$ cat src/rtl/pipe_stage_fifo.sv
// pipe_stage_fifo
//   Elastic pipeline stage: a DEPTH-entry circular buffer behind valid/ready
//   handshakes on both sides. Stalls come from out_ready_i back-pressure.
//   A synchronous flush (or reset) empties the buffer, and the head output
//   falls back to DEFAULT_DATA, for example a NOP encoding.
//
// Ports
//   clk, rst     clock; synchronous active-high reset
//   flush_i      drop all stored entries at this edge
//   in_valid_i   upstream word valid
//   in_ready_o   stage can accept a word (depends only on state)
//   in_data_i    upstream word
//   out_valid_o  head word valid
//   out_ready_i  downstream takes the head word this cycle
//   out_data_o   head word, or DEFAULT_DATA when empty
//   count_o      number of stored entries, 0..DEPTH
module pipe_stage_fifo #(
    parameter int unsigned    DW           = 32,
    parameter int unsigned    DEPTH        = 2,
    parameter logic [DW-1:0]  DEFAULT_DATA = {DW{1'b0}}
) (
    input  logic                       clk,
    input  logic                       rst,
    input  logic                       flush_i,
    input  logic                       in_valid_i,
    output logic                       in_ready_o,
    input  logic [DW-1:0]              in_data_i,
    output logic                       out_valid_o,
    input  logic                       out_ready_i,
    output logic [DW-1:0]              out_data_o,
    output logic [$clog2(DEPTH+1)-1:0] count_o
);
    localparam int unsigned PW = $clog2(DEPTH);
    localparam int unsigned CW = $clog2(DEPTH+1);
    localparam logic [CW-1:0] FULL = CW'(DEPTH);

    logic [DW-1:0] mem_q [DEPTH];
    logic [PW-1:0] rd_ptr_q, rd_ptr_d;
    logic [PW-1:0] wr_ptr_q, wr_ptr_d;
    logic [CW-1:0] count_q, count_d;
    logic          push, pop;

    // Handshake outputs come from registered state only, so there is no
    // combinational path from out_ready_i to in_ready_o.
    assign in_ready_o  = (count_q != FULL);
    assign out_valid_o = (count_q != '0);
    assign out_data_o  = out_valid_o ? mem_q[rd_ptr_q] : DEFAULT_DATA;
    assign count_o     = count_q;

    assign push = in_valid_i & in_ready_o;
    assign pop  = out_valid_o & out_ready_i;

    always_comb begin
        rd_ptr_d = rd_ptr_q;
        wr_ptr_d = wr_ptr_q;
        count_d  = count_q;
        if (flush_i) begin
            // A flush wins over any handshake in the same cycle.
            rd_ptr_d = '0;
            wr_ptr_d = '0;
            count_d  = '0;
        end else begin
            // DEPTH is a power of two, so the pointers wrap naturally.
            if (push) wr_ptr_d = wr_ptr_q + PW'(1);
            if (pop)  rd_ptr_d = rd_ptr_q + PW'(1);
            unique case ({push, pop})
                2'b10:   count_d = count_q + CW'(1);
                2'b01:   count_d = count_q - CW'(1);
                default: count_d = count_q;
            endcase
        end
    end

    always_ff @(posedge clk) begin
        if (rst) begin
            rd_ptr_q <= '0;
            wr_ptr_q <= '0;
            count_q  <= '0;
        end else begin
            rd_ptr_q <= rd_ptr_d;
            wr_ptr_q <= wr_ptr_d;
            count_q  <= count_d;
        end
    end

    // Storage has no reset. While the buffer is empty, the output mux hides
    // any stale or X contents.
    always_ff @(posedge clk) begin
        if (push && !flush_i && !rst) begin
            mem_q[wr_ptr_q] <= in_data_i;
        end
    end

`ifndef SYNTHESIS
    a_count_range : assert property (@(posedge clk) count_q <= FULL);
    a_hold_stable : assert property (@(posedge clk)
        (out_valid_o && !out_ready_i && !flush_i && !rst) |=> $stable(out_data_o));
`endif

endmodule

$ cat config.mk
export PLATFORM = sky130hd
export DESIGN_NAME = pipe_stage_fifo
export DESIGN_NICKNAME = d
export VERILOG_FILES = /design/src/rtl/pipe_stage_fifo.sv
export SDC_FILE = /design/constraint.sdc
export NUM_CORES = 1
export LEC_CHECK = 0
export ABC_CLOCK_PERIOD_IN_PS = 11000
export CAP_MARGIN = 30
export CORE_AREA = 5 5 85 87
export DETAILED_ROUTE_END_ITERATION = 8
export DIE_AREA = 0 0 90 92
export PLACE_DENSITY = 0.77
export SYNTH_ARGS = -nofsm -noshare
export SYNTH_HDL_FRONTEND = slang
export SYNTH_SLANG_ARGS = --single-unit
$ cat constraint.sdc
create_clock -name clk -period 11 [get_ports clk]
set_input_delay 1.1 -clock clk [delete_from_list [all_inputs] [get_ports clk]]
set_output_delay 1.1 -clock clk [all_outputs]
set_load 0.01 [all_outputs]
==> results_dict.tcl <==
set metrics [dict create \
    outcome "finished clean" \
    wire_per_inst_um 14.6 \
    detail-route-antenna-nets 0 \
    antenna_found_initial 0 \
    cp_data_arrival_time_ns 2.07 \
    p_switching_uw 107 \
    path_cells "buf_16 -> mux2i_1 -> nor2_1 -> clkdlybuf4s50_1" \
    power_density_nw_per_um2 150 \
    finalHoldViolations 0 \
    portBuffers 72 \
    grt_max_degree 34 \
    crit_path_end_kind "output pin" \
    cts_sinks 69 \
    synth_area_um2 2640 \
    crit_buf_inv 2 \
    syn_inst 164 \
    drc 0 \
    p_leak_nw 1.21 \
    insertedDiodeCount 0 \
    synth_top_area_share_pct 72.8 \
    tritoncts "built" \
    setup_viol_count_final 0 \
    finalCriticalPeriod_ns 3.17 \
    drt_wl_total_mm 4.76 \
    cpPeakStageDelay_ns 0.70 \
    place.gp.congestion 0.687 \
    yosysSeqAreaShare_pct 76.6 \
    clock-skew-final_ns 0.00464 \
    nets 282 \
    post_drt_via_cell_ratio 4.60 \
    p_int_uw 448 \
    pre_cts_slack_ns 7.95 \
    grt_pass1_vias 1648 \
    yosysWarnings 0 \
    setup_ws_ns 7.83 \
    htreeDepth 3 \
    vdd_drop_max_mv 0.0959 \
    dieArea_um2 8280 \
    clk_pin_slew_ns 0.07 \
    comb_power_share_pct 9.2 \
    wl_met3_um 262 \
    setup_tns_ns 0 \
    critPathSlowestCell "dfxtp_2" \
    multiInputGateArea_um2 577 \
    die_w_um 90 \
    post_cts_buffers 0 \
    drive_gt1_share_pct 9.24 \
    worstPathRequired_ns 9.90 \
    fillCellCount 514 \
    top_level_ports 73 \
    initial_utilization_pct 42.0 \
    firstDrtPassIters 4 \
    grt_pass1_wl_mm 7.80 \
    crit_family "buffers and inverters" \
    hpwlAfterDp_mm 3.31 \
    avgSynthCellArea_um2 16.1 \
    slew-limit-headroom_pct 51.5 \
    ys_ff_latch 69 \
    power_switching_share_pct 19.4 \
    top_layer "met4" \
    critPathMaxFanout 17 \
    syn2layout_area_growth_pct 40.2 \
    track_usage_pct 12.1 \
    holdBufCountCts 0 \
    met2_length_mm 2.55 \
    critical_path_class "reg2out" \
    cp-start-kind "flop" \
    synth_area_leader_cell "edfxtp_1" \
    ctsResizeCount 0 \
    regArea_um2 2020 \
    grt-ovfl-total 0 \
    finalCritPeriodShare_pct 28.8 \
    synth_cell_types 20 \
    route.vias.total 1499 \
    drv_slew 0 \
    cts_buffers 9 \
    hold_class "reg2reg" \
    synthTopCellsByArea "edfxtp_1 (73%), mux2i_1 (12%), nor2_1 (5.1%), dfxtp_1 (3.8%), buf_4 (0.85%)" \
    clockBufferDepth 2 \
    rsz0062_at_grt "false" \
    drt_iter0_drc 38 \
    core_area_um2 6280 \
    clock.fmax_mhz 316 \
    pwr-share-clk_pct 37.7 \
    worstMarginPinSlew_ns 0.726 \
    wl_met1_mm 1.91 \
    clkLatencyLatePin_ns 0.32 \
    root_buffer "clkbuf_8" \
    core.rowCount 29 \
    syn_nets 202 \
    drv_cap 0 \
    fp.dieH_um 92 \
    seqPwrFrac_pct 53.1 \
]
[synth_stat cells]
library cell and number:
inv_1 3, or3_1 1, nand2b_1 1, dfxtp_1 5
nor3_1 2, buf_4 3, nand3_1 1, a21oi_1 2
nor2_1 36, clkbuf_1 1, edfxtp_1 64, or2_2 1
xnor2_1 1, mux2i_1 32, buf_2 4, a21o_1 1
nand2_1 1, ha_1 1, o21ai_0 2, xor2_1 2
[worst min-delay path: stages, from the launching register on]
cell and delay, ns:
dfxtp_1 0.32, xor2_1 0.08, nor2_1 0.08
[power by group through the flow]
stage	sequential (mW)	clock (mW)	combinational [mW]
2_1_floorplan	0.300	0	0.0199
3_3_place_gp	0.301	0	0.0495
3_5_place_dp	0.301	0	0.0509
4_1_cts	0.296	0.218	0.0512
5_1_grt	0.295	0.230	0.0556
6_report	0.295	0.209	0.0509
[cell usage in the layout, fill, tap and decap left out, types with 2 or more instances in the layout]
cell and count:
clkinv_2 2, edfxtp_1 64, xor2_1 2, o21ai_0 2, clkinv_1 2, buf_4 2
nor3_2 2, nor2_1 35, clkdlybuf4s50_1 72, bufinv_16 2, clkbuf_8 9, inv_1 3
dfxtp_1 4, buf_6 2, a21oi_1 2, mux2i_1 32
[area by class of cell]
type / count / area share [%]
multi-input cells: 84 / 15.6
inverters: 3 / 0.304
well taps: 77 / 2.60
repair buffers: 77 / 21.2
clock buffers: 10 / 3.45
flip-flops and latches: 69 / 54.7
clock inverters: 6 / 2.10
[routing by layer]
metal  vias to the layer above  track usage, %
li1                        754               -
met2                        45            20.4
met1                       696            14.1
met5                         -               0
met4                         0            5.21
met3                         4            4.34
[logic make-up after synthesis]
kind of cell | share of synthesized area (%)
DFF | 76.6
and+or+nand+nor | 6.54
muxes | 12.1
buffers and inverters | 2.18
AOI/OAI and AO/OA | 1.04
xor gates and xnor gates | 0.996
adders and majority gates | 0.474
[path summary, 6_finish.rpt]
path / start / to / slack, ns / cells after the start
worst max-delay path: flop / out_data_o[1] / 7.83 / 4
worst max register to register: count_o[0] / mem_q[0][28] / 9.15 / 4
worst min register to register: rd_ptr_q / flop / 0.51 / 2
worst min-delay path: rd_ptr_q / flop / 0.51 / 2
[state kept, by name, summed over array words and instances (netlist names), named ones only]
register / cells
count_o: 2
mem_q: 64
rd_ptr_q: 1
wr_ptr_q: 1
[metrics by stage]
| step | util, % | hold WS (ns) | area [µm²] | power (mW) | instances |
|---|---|---|---|---|---|
| after floorplan | - | 0.472 | 2640 | 0.320 | 164 |
| after global placement | 54.9 | 0.490 | 3440 | 0.351 | 307 |
| after detailed placement | 55.2 | 0.495 | 3470 | 0.352 | 309 |
| after CTS | 58.5 | 0.522 | 3670 | 0.565 | 325 |
| after global routing | 58.9 | 0.539 | 3700 | 0.581 | 326 |
| final | 58.9 | 0.514 | 3700 | 0.555 | 326 |
Note: power is estimated with default switching activity, not from simulation.
==> edit 1, RTL diff (same flow settings) <==
Set the parameter `DW` to 40 (it was 32).
--- a/src/rtl/pipe_stage_fifo.sv
+++ b/src/rtl/pipe_stage_fifo.sv
@@ -17,3 +17,3 @@
 module pipe_stage_fifo #(
-    parameter int unsigned    DW           = 32,
+    parameter int unsigned    DW           = 40,
     parameter int unsigned    DEPTH        = 2,
Interface: changed (resized in_data_i and out_data_o); port bits go from 73 to 89. The function was not compared with the original's and may differ.
==> edit 1 against the original RTL <==
  * Cell area grew 20%
  * Total power grew 21%
  * Count of clock-buffer cells in the layout shrank 1
  * Highest routed layer unchanged
  * Setup slack lost 0.12 ns
  * Critical endpoint is now out_data_o[32]
  * Register-to-register slack gained 0.05 ns
  * Die area is the same
  * Routed wire length grew 23%
  * Area after synthesis grew 22%
  * First-iteration DRC count grew to 3.0 times the old value
  * Largest power group unchanged
  * Sequential cell count grew 16
==> edit 1: results (changes against the original RTL) <==
Clock tree
  • Cts hold-fix bufs: 0 (unchanged)
  • CTS clk-pin slew, worst paths: 0.07 ns (about the same)
  • Clock root buffer: clkbuf_8
  • TritonCTS buffer count: 9 (unchanged)
  • CTS resizes: 0 (unchanged)
  • CTS H-tree lvls: 3 (unchanged)
  • Clk Latency, worst-skew pair: 0.34 ns (+0.02 ns)

Logic synthesis
  • FFs w/ async S/R, synth: 0% (unchanged)
  • Warnings from Yosys: 0 (unchanged)
  • EDFF count, synth: 80 (+25%)
  • Post-synth top cells: 80 x edfxtp_1, 44 x nor2_1, 40 x mux2i_1
  • Largest cells by area after synthesis: edfxtp_1 74%, mux2i_1 12%, nor2_1 5.1%, dfxtp_1 3.1%, buf_2 1.1%
  • Syn avg cell area: 16.31 um2 (+1.4%)
  • Count of cell types in the netlist: 19 (-5.0%)
  • Register area share after synthesis: 77.49% (+0.87 points)
  • Syn Nets: 244 (+21%)

Worst setup path
  • Crit path from: count_o[1]$_SDFFE_PP0P_
  • Top delay family on crit path: simple AND/OR/NAND/NOR gates
  • R2r worst-path depth: 4 (unchanged)
  • Crit path max fanout: 41 (+24)
  • Slowest cell delay on critical path: 0.77 ns (+0.07 ns)
  • Arr. time, crit path: 2.19 ns (+0.12 ns)
  • Slowest cell on the critical path: nor2_4

Routing
  • Met3 Wirelength: 403 um (+54%)
  • M1 WL: 2422 um (+27%)
  • Drt wl/cell: 15.81 um (+8.3%)
  • DR top layer: met4
  • Iter 0 DRT Violations: 114 (+200%)
  • Metal2 WL: 2917 um (+14%)
  • Final WL: 5865 um (+23%)
  • DR vias: 1850 (+23%)

Timing
  • Clk_skew: 0.005401 ns (+0.0007646 ns)
  • Worst-Margin Slew: 0.9588 ns (+0.2323 ns)
  • Endpoints failing hold: 0 (unchanged)

Min path
  • Worst Min Path Start: rd_ptr_q$_SDFFE_PP0P_
  • Hold path depth: 2 (unchanged)

Placed design
  • Post-DP HPWL: 3920 um (+19%)
  • Cell Area, Placed: 4214 um2 (+22%)
  • Setup WS pre-CTS: 8.045 ns (+0.09638 ns)
  • Placed cell count: 356 (+15%)
  • Number of port buffers: 88 (+22%)
  • GP Congestion: 0.7332 (+6.7%)

Run status
  • Outcome: complete, no violations

GRT
  • Total global-route track usage: 14.23% (+2.1 points)
  • Met1 Resource Use GR: 16.23% (+2.1 points)
  • Grt met2 use: 23.96% (+3.6 points)
  • GR met3 Demand/Resource: 5.319% (+0.98 points)
  • Initial antenna violation count: 0 (unchanged)
  • First-pass GRT wire length: 9156 um (+17%)
  • Largest net degree at the start of global routing: 42 (+24%)

Power
  • Sw Pwr: 0.1276 mW (+19%)
  • LEAKAGE: 1.433 nW (+19%)
  • Worst vdd ir: 106.1 uV (+11%)

Finish
  • Max reg flops: 80 (+25%)
  • Fin nets: 336 (+19%)
  • Share of layout cells above drive strength 1: 7.143% (-2.1 points)
[edit 1: kinds of logic after synthesis]
kind of cell	synth area share, %
flops	77.49
compound gates	0.8525
fa+ha+maj	0.3874
mux	12.40
xor+xnor	0.8138
simple gates	6.277
buf+inv	1.782
[edit 1: power by group through the flow]
stage	sequential (mW)	combinational, mW	clock [mW]
after floorplan	0.370	0.0236	0
after global placement	0.372	0.0603	0
after detailed placement	0.371	0.0626	0
after CTS	0.364	0.0630	0.250
after global routing	0.364	0.0668	0.267
final	0.364	0.0617	0.246
[edit 1: path summary, 6_finish.rpt]
kind         slack, ns                    end
max               7.71         out_data_o[32]
min reg2reg       0.51               register
max reg2reg       9.20  mem_q[0][1]$_DFFE_PP_
min               0.51               register
[edit 1: cell type report]
class / instances / area [um2]
clock inverter: 6 / 102.6
timing repair buffer: 91 / 915.9
multi-input combinational: 100 / 686.9
fill: 432 / 1837
inverter: 3 / 11.26
clock buffer: 9 / 123.9
tap: 77 / 96.34
sequential: 85 / 2504
==> edit 2, RTL diff (config.mk and constraints unchanged) <==
Without the edit above. Make the reset (`rst`) asynchronous in one clocked block. Comments in the files are not updated.
--- a/src/rtl/pipe_stage_fifo.sv
+++ b/src/rtl/pipe_stage_fifo.sv
@@ -73,3 +73,3 @@
 
-    always_ff @(posedge clk) begin
+    always_ff @(posedge clk or posedge rst) begin
         if (rst) begin
Formal check against the unedited RTL: differs if rst is asserted again (counterexample within 4 cycles, from zero or initial values and one cycle with rst high); with rst held inactive, the same outputs for 10 cycles.
==> edit 2 against the original RTL <==
  * Die area stayed put
  * Sequential cell count is 1 lower
  * Routed wire length is 0.88% higher
  * Highest routed layer unchanged
  * Area after synthesis is 0.33% higher
  * Critical path type unchanged
  * Total power is 2.2% lower
  * Cell area is 1.8% lower
  * Setup slack worse by 0.15 ns
==> edit 2: results (changes against the original RTL) <==
Run status
  • Outcome: complete, no violations

Placed design
  • Setup WS pre-CTS: 7.985 ns (+0.03701 ns)
  • GP Congestion: 0.6824 (-0.73%)
  • Cell Area, Placed: 3461 um2 (-0.14%)
  • Placed cell count: 308 (-0.32%)

Logic synthesis
  • Mux contribution to synthesized area: 12.48% (+0.34 points)
  • Post-synthesis xor/xnor area fraction: 0.3308% (-0.66 points)
  • Largest cells by area after synthesis: edfxtp_1 73%, mux2i_1 12%, nor2_1 4.8%, dfrtp_1 3.8%, buf_4 0.85%
  • Count of cell types in the netlist: 22 (+10%)
  • Post-synth top cells: 64 x edfxtp_1, 34 x nor2_1, 33 x mux2i_1
  • Syn Nets: 200 (-0.99%)

Power
  • LEAKAGE: 1.204 nW (-0.29%)
  • Worst vdd ir: 98.19 uV (+2.3%)

Worst setup path
  • R2R Path Start: count_o[1]$_DFFE_PP0P_
  • Top delay family on crit path: flip-flops
  • Slowest cell delay on critical path: 0.99 ns (+0.29 ns)
  • Arr. time, crit path: 2.22 ns (+0.15 ns)
  • Reg2Reg Capture Point: mem_q[1][19]$_DFFE_PP_
  • Crit path capture: out_data_o[31]
  • R2r worst-path depth: 5 (+1)
  • Slowest cell on the critical path: dfrtp_2
  • Crit path max fanout: 33 (+16)
  • Worst reg-to-reg setup slack: 9.18 ns (+0.03 ns)

Timing
  • Fin crit share: 30.18% (+1.4 points)
  • Clk_skew: 0.007113 ns (+0.002477 ns)
  • Max-Slew Margin vs Limit: 35.64% (-16 points)

GRT
  • Grt met2 use: 20.12% (-0.24 points)
  • Total global-route track usage: 11.80% (-0.35 points)

Finish
  • Footprint of the multi-input gates: 583.1 um2 (+1.1%)
  • Share of layout cells above drive strength 1: 8.571% (-0.67 points)
  • Fill cell count: 512 (-0.39%)
  • Post-route insts no fill: 322 (-1.2%)

Routing
  • Drt wl/cell: 14.91 um (+2.1%)
  • Post-DR vias/cell: 4.748 (+3.3%)
[edit 2: layout make-up]
cell class	instances	share of cell area, %
clock buffers	10	3.515
clock inverters	4	1.172
inverters	4	0.4135
multi-input cells	84	16.06
flip-flops and latches	68	55.72
well taps	77	2.653
repair buffers	75	20.47
[edit 2: logic make-up after synthesis]
logic type             Yosys count
AND/OR/NAND/NOR                 42
multiplexers                    33
flip-flops                      68
AO/OA/AOI/OAI                    8
buffers and inverters           11
XOR/XNOR                         1
[edit 2: worst min path at each step]
stage | end | start | slack, ns | cells after the start
2_1_floorplan | wr_ptr_q$_DFFE_PP0P_ | wr_ptr_q$_DFFE_PP0P_ | 0.53 | 2
3_5_place_dp | wr_ptr_q$_DFFE_PP0P_ | wr_ptr_q$_DFFE_PP0P_ | 0.59 | 2
3_3_place_gp | wr_ptr_q$_DFFE_PP0P_ | wr_ptr_q$_DFFE_PP0P_ | 0.57 | 2
5_1_grt | wr_ptr_q$_DFFE_PP0P_ | wr_ptr_q$_DFFE_PP0P_ | 0.66 | 2
6_report | wr_ptr_q$_DFFE_PP0P_ | wr_ptr_q$_DFFE_PP0P_ | 0.60 | 2
4_1_cts | wr_ptr_q$_DFFE_PP0P_ | wr_ptr_q$_DFFE_PP0P_ | 0.61 | 2
[edit 2: routing by layer]
layer	vias to the layer above	wire length, um
met5	-	0
met4	0	72
met3	7	304
met2	43	2562
met1	727	1861
li1	752	-
[edit 2: power groups by stage]
stage          logic (mW)  clock network, mW  registers, mW
6_report           0.0654              0.179          0.298
5_1_grt            0.0707              0.201          0.299
4_1_cts            0.0668              0.187          0.298
3_5_place_dp       0.0665                  0          0.304
3_3_place_gp       0.0654                  0          0.303
2_1_floorplan      0.0322                  0          0.298
